===== config.mk =====
export PLATFORM = sky130hd
export DESIGN_NAME = mem_vec_reader_flat
export DESIGN_NICKNAME = d
export VERILOG_FILES = /design/src/rtl/mem_vec_reader_if.sv /design/src/rtl/mem_vec_reader.sv /design/src/flat_wrapper.sv
export SDC_FILE = /design/constraint.sdc
export NUM_CORES = 1
export LEC_CHECK = 0
export CAP_MARGIN = 10
export CORE_MARGIN = 2
export CORE_UTILIZATION = 30
export DETAILED_ROUTE_END_ITERATION = 12
export HOLD_SLACK_MARGIN = 0.02
export PLACE_DENSITY = 0.54
export SYNTH_ARGS = -nofsm -noshare
export SYNTH_HDL_FRONTEND = slang
export SYNTH_SLANG_ARGS = --single-unit

===== constraint.sdc =====
create_clock -name clk -period 9.05 [get_ports clk]
set_clock_uncertainty 0.15 [all_clocks]
set_input_delay 0.905 -clock clk [delete_from_list [all_inputs] [get_ports clk]]
set_output_delay 0.905 -clock clk [all_outputs]
set_load 0.1 [all_outputs]

===== src/rtl/mem_vec_reader_if.sv =====
// Port bundle for mem_vec_reader: command/status, memory read port and output stream.
// The master modport is the reader side; slave is the environment driving it.
interface mem_vec_reader_if #(
  parameter int DWIDTH  = 16,
  parameter int MEMSIZE = 8
) ();
  logic                      start;
  logic [MEMSIZE-1:0]        base;
  logic [MEMSIZE:0]          len;
  logic                      busy;
  logic                      done;
  logic [MEMSIZE-1:0]        mem_addr;
  logic signed [DWIDTH-1:0]  mem_rdata;
  logic                      out_valid;
  logic                      out_ready;
  logic signed [DWIDTH-1:0]  out_data;
  logic                      out_last;

  modport master (
    input  start, base, len, mem_rdata, out_ready,
    output busy, done, mem_addr, out_valid, out_data, out_last
  );

  modport slave (
    output start, base, len, mem_rdata, out_ready,
    input  busy, done, mem_addr, out_valid, out_data, out_last
  );
endinterface


===== src/rtl/mem_vec_reader.sv =====
// Streams len consecutive words from a registered-read memory port as valid/ready,
// with a 2-entry skid FIFO sized by a credit rule so captured words are never dropped.
module mem_vec_reader #(
  parameter int DWIDTH  = 16,
  parameter int MEMSIZE = 8
) (
  input  logic              clk,
  input  logic              rst,
  mem_vec_reader_if.master  bus
);

  typedef enum logic [1:0] {IDLE, RUN, DRAIN} state_t;

  state_t                   state_q, state_d;
  logic [MEMSIZE:0]         len_q, len_d;
  logic [MEMSIZE:0]         issued_q, issued_d;
  logic [MEMSIZE-1:0]       addr_q, addr_d;
  logic                     inflight_q, inflight_d;
  logic                     done_q, done_d;
  logic [1:0][DWIDTH-1:0]   fdata_q, fdata_d;
  logic [1:0]               flast_q, flast_d;
  logic                     head_q, head_d;
  logic [1:0]               count_q, count_d;

  logic                     pop, push, issue, wr_ptr;
  logic [MEMSIZE:0]         issued_inc;

  always_comb begin
    state_d    = state_q;
    len_d      = len_q;
    issued_d   = issued_q;
    addr_d     = addr_q;
    done_d     = 1'b0;
    fdata_d    = fdata_q;
    flast_d    = flast_q;
    head_d     = head_q;
    issued_inc = issued_q + (MEMSIZE+1)'(1);

    pop    = (count_q != 2'd0) & bus.out_ready;
    push   = inflight_q;
    // count + inflight - pop < 2, rearranged to stay unsigned
    issue  = (state_q == RUN) && (issued_q < len_q) &&
             (({1'b0, count_q} + {2'b0, inflight_q}) < (3'd2 + {2'b0, pop}));
    inflight_d = issue;
    wr_ptr = head_q ^ count_q[0];

    case (state_q)
      IDLE: begin
        if (bus.start) begin
          addr_d   = bus.base;
          len_d    = bus.len;
          issued_d = '0;
          if (bus.len == '0) done_d  = 1'b1;
          else               state_d = RUN;
        end
      end
      RUN: begin
        if (issue) begin
          issued_d = issued_inc;
          // addr stops on the final issued address so it holds through DRAIN
          if (issued_inc < len_q) addr_d  = addr_q + MEMSIZE'(1);
          else                    state_d = DRAIN;
        end
      end
      DRAIN: begin
        if (pop && flast_q[head_q]) begin
          done_d  = 1'b1;
          state_d = IDLE;
        end
      end
      default: state_d = IDLE;
    endcase

    // issued_q already counts the word being captured, so index == len-1 <=> issued == len
    if (push) begin
      fdata_d[wr_ptr] = bus.mem_rdata;
      flast_d[wr_ptr] = (issued_q == len_q);
    end
    if (pop) head_d = ~head_q;
    count_d = count_q + 2'(push) - 2'(pop);
  end

  always_ff @(posedge clk) begin
    if (rst) begin
      state_q    <= IDLE;
      len_q      <= '0;
      issued_q   <= '0;
      addr_q     <= '0;
      inflight_q <= 1'b0;
      done_q     <= 1'b0;
      fdata_q    <= '0;
      flast_q    <= '0;
      head_q     <= 1'b0;
      count_q    <= '0;
    end else begin
      state_q    <= state_d;
      len_q      <= len_d;
      issued_q   <= issued_d;
      addr_q     <= addr_d;
      inflight_q <= inflight_d;
      done_q     <= done_d;
      fdata_q    <= fdata_d;
      flast_q    <= flast_d;
      head_q     <= head_d;
      count_q    <= count_d;
    end
  end

  assign bus.busy      = (state_q != IDLE);
  assign bus.done      = done_q;
  assign bus.mem_addr  = addr_q;
  assign bus.out_valid = (count_q != 2'd0);
  assign bus.out_data  = fdata_q[head_q];
  assign bus.out_last  = (count_q != 2'd0) & flast_q[head_q];

endmodule


===== src/flat_wrapper.sv =====
// flat-port wrapper written by rule: the top's interface ports become plain ports
module mem_vec_reader_flat 
#(
  parameter int DWIDTH  = 16,
  parameter int MEMSIZE = 8
)
  (clk, rst, bus_start, bus_base, bus_len, bus_mem_rdata, bus_out_ready, bus_busy, bus_done, bus_mem_addr, bus_out_valid, bus_out_data, bus_out_last);
  mem_vec_reader_if #(.DWIDTH(DWIDTH), .MEMSIZE(MEMSIZE)) bus_i ();
  input  logic clk;
  input  logic rst;
  input wire logic [$bits(bus_i.start)-1:0] bus_start;
  input wire logic [$bits(bus_i.base)-1:0] bus_base;
  input wire logic [$bits(bus_i.len)-1:0] bus_len;
  input wire logic [$bits(bus_i.mem_rdata)-1:0] bus_mem_rdata;
  input wire logic [$bits(bus_i.out_ready)-1:0] bus_out_ready;
  output wire logic [$bits(bus_i.busy)-1:0] bus_busy;
  output wire logic [$bits(bus_i.done)-1:0] bus_done;
  output wire logic [$bits(bus_i.mem_addr)-1:0] bus_mem_addr;
  output wire logic [$bits(bus_i.out_valid)-1:0] bus_out_valid;
  output wire logic [$bits(bus_i.out_data)-1:0] bus_out_data;
  output wire logic [$bits(bus_i.out_last)-1:0] bus_out_last;
  assign bus_i.start = bus_start;
  assign bus_i.base = bus_base;
  assign bus_i.len = bus_len;
  assign bus_i.mem_rdata = bus_mem_rdata;
  assign bus_i.out_ready = bus_out_ready;
  assign bus_busy = bus_i.busy;
  assign bus_done = bus_i.done;
  assign bus_mem_addr = bus_i.mem_addr;
  assign bus_out_valid = bus_i.out_valid;
  assign bus_out_data = bus_i.out_data;
  assign bus_out_last = bus_i.out_last;
  mem_vec_reader #(.DWIDTH(DWIDTH), .MEMSIZE(MEMSIZE)) u_core (.clk(clk), .rst(rst), .bus(bus_i));
endmodule

==> results.py, run 1 <==
metrics = {
    "synth": {
        "synth-seq-cells": 67,
        "syn_area_mm2": 0.00349,
        "synthTopCellsByCount": "nand2_1 (107), a21oi_1 (68), dfxtp_1 (67), ha_1 (24), nor2_1 (22)",
        "synthDominantCellAreaShare_pct": 38.5,
        "syn_inst": 438,
        "ys.flop_type": "dfxtp_1",
        "yosys_warnings": 0,
        "synth_top_area_cell": "dfxtp_1",
        "async_flop_share_pct": 0,
        "synth.most_common_cell": "nand2_1",
        "yosysUniqueCellTypes": 48,
        "yosys-top-cells-area": "dfxtp_1 (38%), nand2_1 (12%), a21oi_1 (9.8%), ha_1 (8.6%), mux2_2 (5.2%)",
        "avgSynthCellArea_um2": 7.96,
        "synth_enable_flop_cells": 0,
        "synthesis.nets": 499,
        "ys_seq_area_share_pct": 38.5,
    },
    "timing": {
        "fin_ws_ps": 5220,
        "slew_headroom_pct": 34.2,
        "fin_crit_ps": 3830,
        "finalSetupViolCount": 0,
        "rsz0062_at_grt": "false",
        "fmax_mhz": 261,
        "slew_viol_final": 0,
        "final.setup.tns_ps": 0,
        "tightest_slew_ps": 984,
        "finalCritPeriodShare_pct": 42.3,
        "hold_viol_final": 0,
    },
    "cells_and_area": {
        "drive_gt1_share_pct": 8.43,
        "finalNonFillerCells": 641,
        "fin_nets": 554,
        "area_growth_pct": 29.7,
        "antenna_cells": 0,
        "fillers": 1170,
        "final_core_util_pct": 39.8,
    },
    "detailed_routing": {
        "wirelength_mm": 8.91,
        "drcViolationCount": 0,
        "wire_per_inst_um": 13.9,
        "via_per_inst": 4.93,
        "postRouteAntennaNets": 0,
        "drt_iter0_markers": 165,
        "dr.pass1.iters": 4,
        "vias": 3157,
    },
    "clock_network": {
        "cts_buffers": 9,
        "root_buffer": "clkbuf_16",
        "clockBufferDepth": 2,
        "cts_setup_buffers": 0,
        "htreeDepth": 3,
        "clock_sinks": 67,
        "clk_pin_slew_worst_paths_ps": 60,
        "clock_latency_ps": 320,
        "holdBufCountCts": 0,
        "cts.repair.resized": 0,
        "cts_tree": "built",
    },
    "grt": {
        "overflow": 0,
        "grt_usage_pct": 14.6,
        "antenna_found_initial": 0,
        "grt_max_degree": 71,
        "first_global_vias": 3012,
        "grt_pass1_wl_mm": 14.9,
    },
    "power": {
        "p_leak_nw": 1.69,
        "cellPowerDensity_mw_per_mm2": 234,
        "peakVddDrop_uv": 104,
    },
    "worst_setup_path": {
        "cp-start-kind": "register",
        "critPathMaxStageDelay_ps": 1140,
        "cp_slowest_cell": "clkdlybuf4s50_1",
        "cp-end-kind": "primary output",
        "path_class": "reg -> out",
        "path_cells": "mux2i_1, nor2_1, clkdlybuf4s50_1",
        "cp_data_arrival_time_ps": 2770,
        "crit_fanout": 19,
        "crit_required_ps": 8000,
    },
    "hold_path": {
        "min_path_type": "reg -> reg",
    },
    "status": {
        "status": "finished, final reports clean",
    },
    "floorplan": {
        "die_area_mm2": 0.0125,
        "start_util_pct": 30.7,
        "core-area_mm2": 0.0114,
        "boundaryPins": 65,
        "dieHeight_um": 112,
        "chipWidth_um": 112,
        "placementRows": 39,
    },
    "placed_design": {
        "place_hpwl_mm": 6.20,
        "gp_congestion": 0.833,
        "dp_slack_ps": 5520,
        "dpl.cell_count": 625,
        "numPortBuffers": 64,
    },
    "run": {
        "cap_viol_max_count": 0,
    },
}
## report_power, final
| group | total [mW] | internal [mW] | switching (mW) |
|---|---|---|---|
| clock network | 0.343 | 0.213 | 0.130 |
| logic | 0.354 | 0.113 | 0.241 |
| registers | 0.362 | 0.323 | 0.0386 |
| total | 1.06 | 0.649 | 0.409 |
## path summary, 6_finish.rpt
check | slack [ps] | startpoint | endpoint | depth (start not counted)
max | 5220 | u_core.head_q$_SDFFE_PP0P_ | bus_out_last | 3
min | 300 | u_core.fdata_q[15]$_SDFFE_PP0P_ | u_core.fdata_q[15]$_SDFFE_PP0P_ | 2
max reg2reg | 5540 | u_core.issued_q[0]$_SDFFE_PP0P_ | u_core.bus.mem_addr[7]$_SDFFE_PP0P_ | 10
min reg2reg | 300 | u_core.fdata_q[15]$_SDFFE_PP0P_ | u_core.fdata_q[15]$_SDFFE_PP0P_ | 2
## sequential cells by signal, summed over array words and instances, names as in the netlist
register	flops
u_core.fdata_q	32
u_core.issued_q	9
u_core.len_q	9
u_core.bus.mem_addr	8
u_core.count_q	2
u_core.flast_q	2
u_core.state_q	2
u_core.bus.done	1
u_core.head_q	1
u_core.inflight_q	1
## cells in the final DEF, fill, tap and decap left out, types with 3 or more instances in the layout
cell             count
nand2_1            107
a21oi_1             68
dfxtp_1             67
clkdlybuf4s50_1     63
ha_1                24
nor2_1              22
inv_1               16
mux2_2              16
o21ai_0             13
clkbuf_16            9
nand2b_1             7
nand4_1              7
xor2_1               6
nor3_1               6
nand3_1              5
xnor2_1              5
and2_1               4
and3_1               3
nor4_1               3
buf_4                3
## layer usage
| layer | wire length (µm) | track usage (%) |
|---|---|---|
| met1 | 4290 | 19.6 |
| met2 | 4050 | 23.6 |
| met3 | 403 | 2.45 |
| met4 | 167 | 5.76 |
| met5 | 0 | 0 |
## layout make-up
type	count	area (µm²)	share of cell area [%]
sequential	67	1340	29.7
multi-input combinational	332	1990	44.0
clock inverter	6	63.8	1.41
clock buffer	10	229	5.06
inverter	16	60.1	1.33
tap	143	179	3.96
timing repair buffer	67	658	14.6
## cells by family (layout without fill, tap and decap cells)
logic type / count (synthesis) / after routing / share of synthesized area [%]
AO/OA/AOI/OAI: 103 / 103 / 17.7
XOR/XNOR: 11 / 11 / 2.76
adder cells (fa/ha/maj): 24 / 24 / 8.61
buffers and inverters: 39 / 99 / 4.45
flip-flops: 67 / 67 / 38.5
multiplexers: 18 / 18 / 5.74
AND/OR/NAND/NOR: 176 / 176 / 22.3
## worst max-delay path: cells and delay by family, from the launching register on
family	cells	cell delay (ps)
buffers and inverters	1	1140
flip-flops	1	960
multiplexers	1	220
AND/OR/NAND/NOR	1	130
## per-stage QoR
stage	hold slack (ps)	power [mW]	instance area, µm²
2_1_floorplan	281	0.630	3490
3_3_place_gp	289	0.721	4230
3_5_place_dp	295	0.724	4230
4_1_cts	304	1.07	4520
5_1_grt	319	1.12	4520
6_report	301	1.06	4520
Power figures use the tool's default switching activity.
==> run 2: changes to the inputs <==
--- a/config.mk
+++ b/config.mk
@@ -10,7 +10,7 @@
 export CORE_UTILIZATION = 30
 export DETAILED_ROUTE_END_ITERATION = 12
 export HOLD_SLACK_MARGIN = 0.02
-export PLACE_DENSITY = 0.54
+export PLACE_DENSITY = 0.56
 export SYNTH_ARGS = -nofsm -noshare
 export SYNTH_HDL_FRONTEND = slang
 export SYNTH_SLANG_ARGS = --single-unit
==> constraint.sdc (replaced) <==
create_clock -name clk -period 3.2 [get_ports clk]
set_clock_uncertainty 0.15 [all_clocks]
set_input_delay 0.32 -clock clk [delete_from_list [all_inputs] [get_ports clk]]
set_output_delay 0.32 -clock clk [all_outputs]
set_load 0.1 [all_outputs]
==> results.py, run 2 (synthesis gave the netlist of run 1 again) <==
metrics = {
    "timing": {
        "final.setup.tns_ps": 0,
        "finalCritPeriodShare_pct": 93.5,
        "fin_crit_ps": 2990,
        "finalSetupViolCount": 0,
        "fmax_mhz": 334,
        "tightest_slew_ps": 965,
        "slew_viol_final": 0,
        "slew_headroom_pct": 35.5,
        "rsz0062_at_grt": "false",
        "fin_ws_ps": 207,
        "hold_viol_final": 0,
    },
    "hold_path": {
        "hp-start": "u_core.fdata_q[0]$_SDFFE_PP0P_",
        "min_path_type": "reg -> reg",
        "worstHoldEndpoint": "u_core.fdata_q[0]$_SDFFE_PP0P_",
        "whs_path_depth": 2,
    },
    "detailed_routing": {
        "wirelength_mm": 9.20,
        "wire_per_inst_um": 14.1,
        "top_layer_used": "met4",
        "dr.pass1.iters": 4,
        "wl_met1_mm": 4.50,
        "met2_length_mm": 4.31,
        "dr_wl_met3_um": 340,
        "via_per_inst": 4.93,
        "vias": 3202,
        "drt_iter0_markers": 161,
        "postRouteAntennaNets": 0,
        "drcViolationCount": 0,
    },
    "cells_and_area": {
        "layout_common_cells": "nand2_1 (107), a21oi_1 (67), dfxtp_1 (65)",
        "antenna_cells": 0,
        "area_growth_pct": 30.5,
        "final_core_util_pct": 40.0,
        "fin_area_mm2": 0.00455,
        "reg_top3": "u_core.fdata_q: 32 flops, u_core.issued_q: 9 flops, u_core.len_q: 9 flops",
        "regMostFlops": "u_core.fdata_q",
        "drive_gt1_share_pct": 16.4,
        "fillers": 1157,
        "fin_nets": 563,
        "finalNonFillerCells": 650,
        "largest_reg_flops": 32,
        "layout_commonest_cell": "nand2_1",
    },
    "placed_design": {
        "place_hpwl_mm": 6.51,
        "numPortBuffers": 64,
        "dp_slack_ps": 116,
        "gp_congestion": 0.787,
        "dpl.cell_count": 634,
        "post_dp_cell_area_mm2": 0.00423,
    },
    "run": {
        "cap_viol_max_count": 0,
    },
    "worst_setup_path": {
        "worstRegToRegCells": 10,
        "cp-end-kind": "register",
        "rrSetupSlack_ps": 210,
        "crit_fanout": 6,
        "crit_required_ps": 3290,
        "cp_data_arrival_time_ps": 3080,
        "path_class": "reg -> reg",
        "worst_r2r_endpoint": "u_core.bus.mem_addr[6]$_SDFFE_PP0P_",
        "r2r_start": "u_core.issued_q[0]$_SDFFE_PP0P_",
        "cp-start-kind": "register",
    },
    "clock_network": {
        "cts_buffers": 9,
        "cts_setup_buffers": 0,
        "clock_latency_ps": 320,
        "cts_tree": "built",
        "root_buffer": "clkbuf_16",
        "clk_pin_slew_worst_paths_ps": 60,
        "clock_sinks": 67,
        "clockBufferDepth": 2,
        "htreeDepth": 3,
    },
    "grt": {
        "grt_usage_pct": 15.2,
        "first_global_vias": 3214,
        "grt_pass1_wl_mm": 15.7,
        "antenna_found_initial": 0,
        "overflow": 0,
        "grt_max_degree": 29,
    },
    "floorplan": {
        "die_area_mm2": 0.0125,
        "dieHeight_um": 112,
        "core-area_mm2": 0.0114,
        "boundaryPins": 65,
        "start_util_pct": 30.7,
        "placementRows": 39,
        "chipWidth_um": 112,
    },
    "status": {
        "status": "finished, final reports clean",
    },
    "power": {
        "cellPowerDensity_mw_per_mm2": 672,
        "peakVddDrop_uv": 266,
        "p_leak_nw": 1.80,
    },
}
[run 2: per-layer routing]
layer,vias to the layer above,global-route usage (%)
li1,1643,-
met1,1501,20.9
met2,56,24.0
met3,2,4.03
met4,0,3.62
met5,-,0
[run 2: area by class of cell]
type	count	area, µm²	share of cell area (%)
Clock inverter	5	60.1	1.32
Clock buffer	11	253	5.55
Sequential cell	67	1340	29.5
Timing Repair Buffer	76	658	14.5
Inverter	16	60.1	1.32
Multi-Input combinational cell	332	2000	43.9
Tap cell	143	179	3.93
[run 2: through the flow]
step / total power, mW / hold WS [ps]
floorplan: 1.78 / 281
global placement: 2.05 / 289
detailed placement: 2.06 / 297
CTS: 3.08 / 304
global route: 3.23 / 324
finish: 3.06 / 302
[run 2: what timing repair did]
action	in CTS	in global routing
hold buffers	0	0
resized for setup	0	4
setup endpoints to repair	0	9
[run 2: critical path, stage by stage, from the launching register on]
cell	delay, ps
dfxtp_2	380
ha_1	220
nand3_1	160
nor2_2	160
xor2_1	170
ha_1	260
a22o_1	250
o41ai_4	460
nand4_2	180
o41a_1	340
o32ai_2	180
[run 2: report_power, final]
| group | total, mW | internal, mW | leakage (nW) | switching [mW] |
|---|---|---|---|---|
| combinational | 1.04 | 0.322 | 1.10 | 0.715 |
| sequential | 1.00 | 0.915 | 0.545 | 0.0865 |
| clock | 1.02 | 0.648 | 0.152 | 0.372 |
| total | 3.06 | 1.88 | 1.80 | 1.17 |
[run 2: worst max-delay path by stage]
stage | start | slack [ps] | end | depth (start not counted)
2_1_floorplan | u_core.issued_q[0]$_SDFFE_PP0P_ | 180 | u_core.bus.mem_addr[6]$_SDFFE_PP0P_ | 10
3_3_place_gp | u_core.issued_q[0]$_SDFFE_PP0P_ | 200 | u_core.bus.mem_addr[7]$_SDFFE_PP0P_ | 10
3_5_place_dp | u_core.issued_q[0]$_SDFFE_PP0P_ | 120 | u_core.bus.mem_addr[5]$_SDFFE_PP0P_ | 13
5_1_grt | u_core.issued_q[0]$_SDFFE_PP0P_ | 20 | u_core.bus.mem_addr[6]$_SDFFE_PP0P_ | 10
6_report | u_core.issued_q[0]$_SDFFE_PP0P_ | 210 | u_core.bus.mem_addr[6]$_SDFFE_PP0P_ | 10
4_1_cts | u_core.issued_q[0]$_SDFFE_PP0P_ | 100 | u_core.bus.mem_addr[5]$_SDFFE_PP0P_ | 10
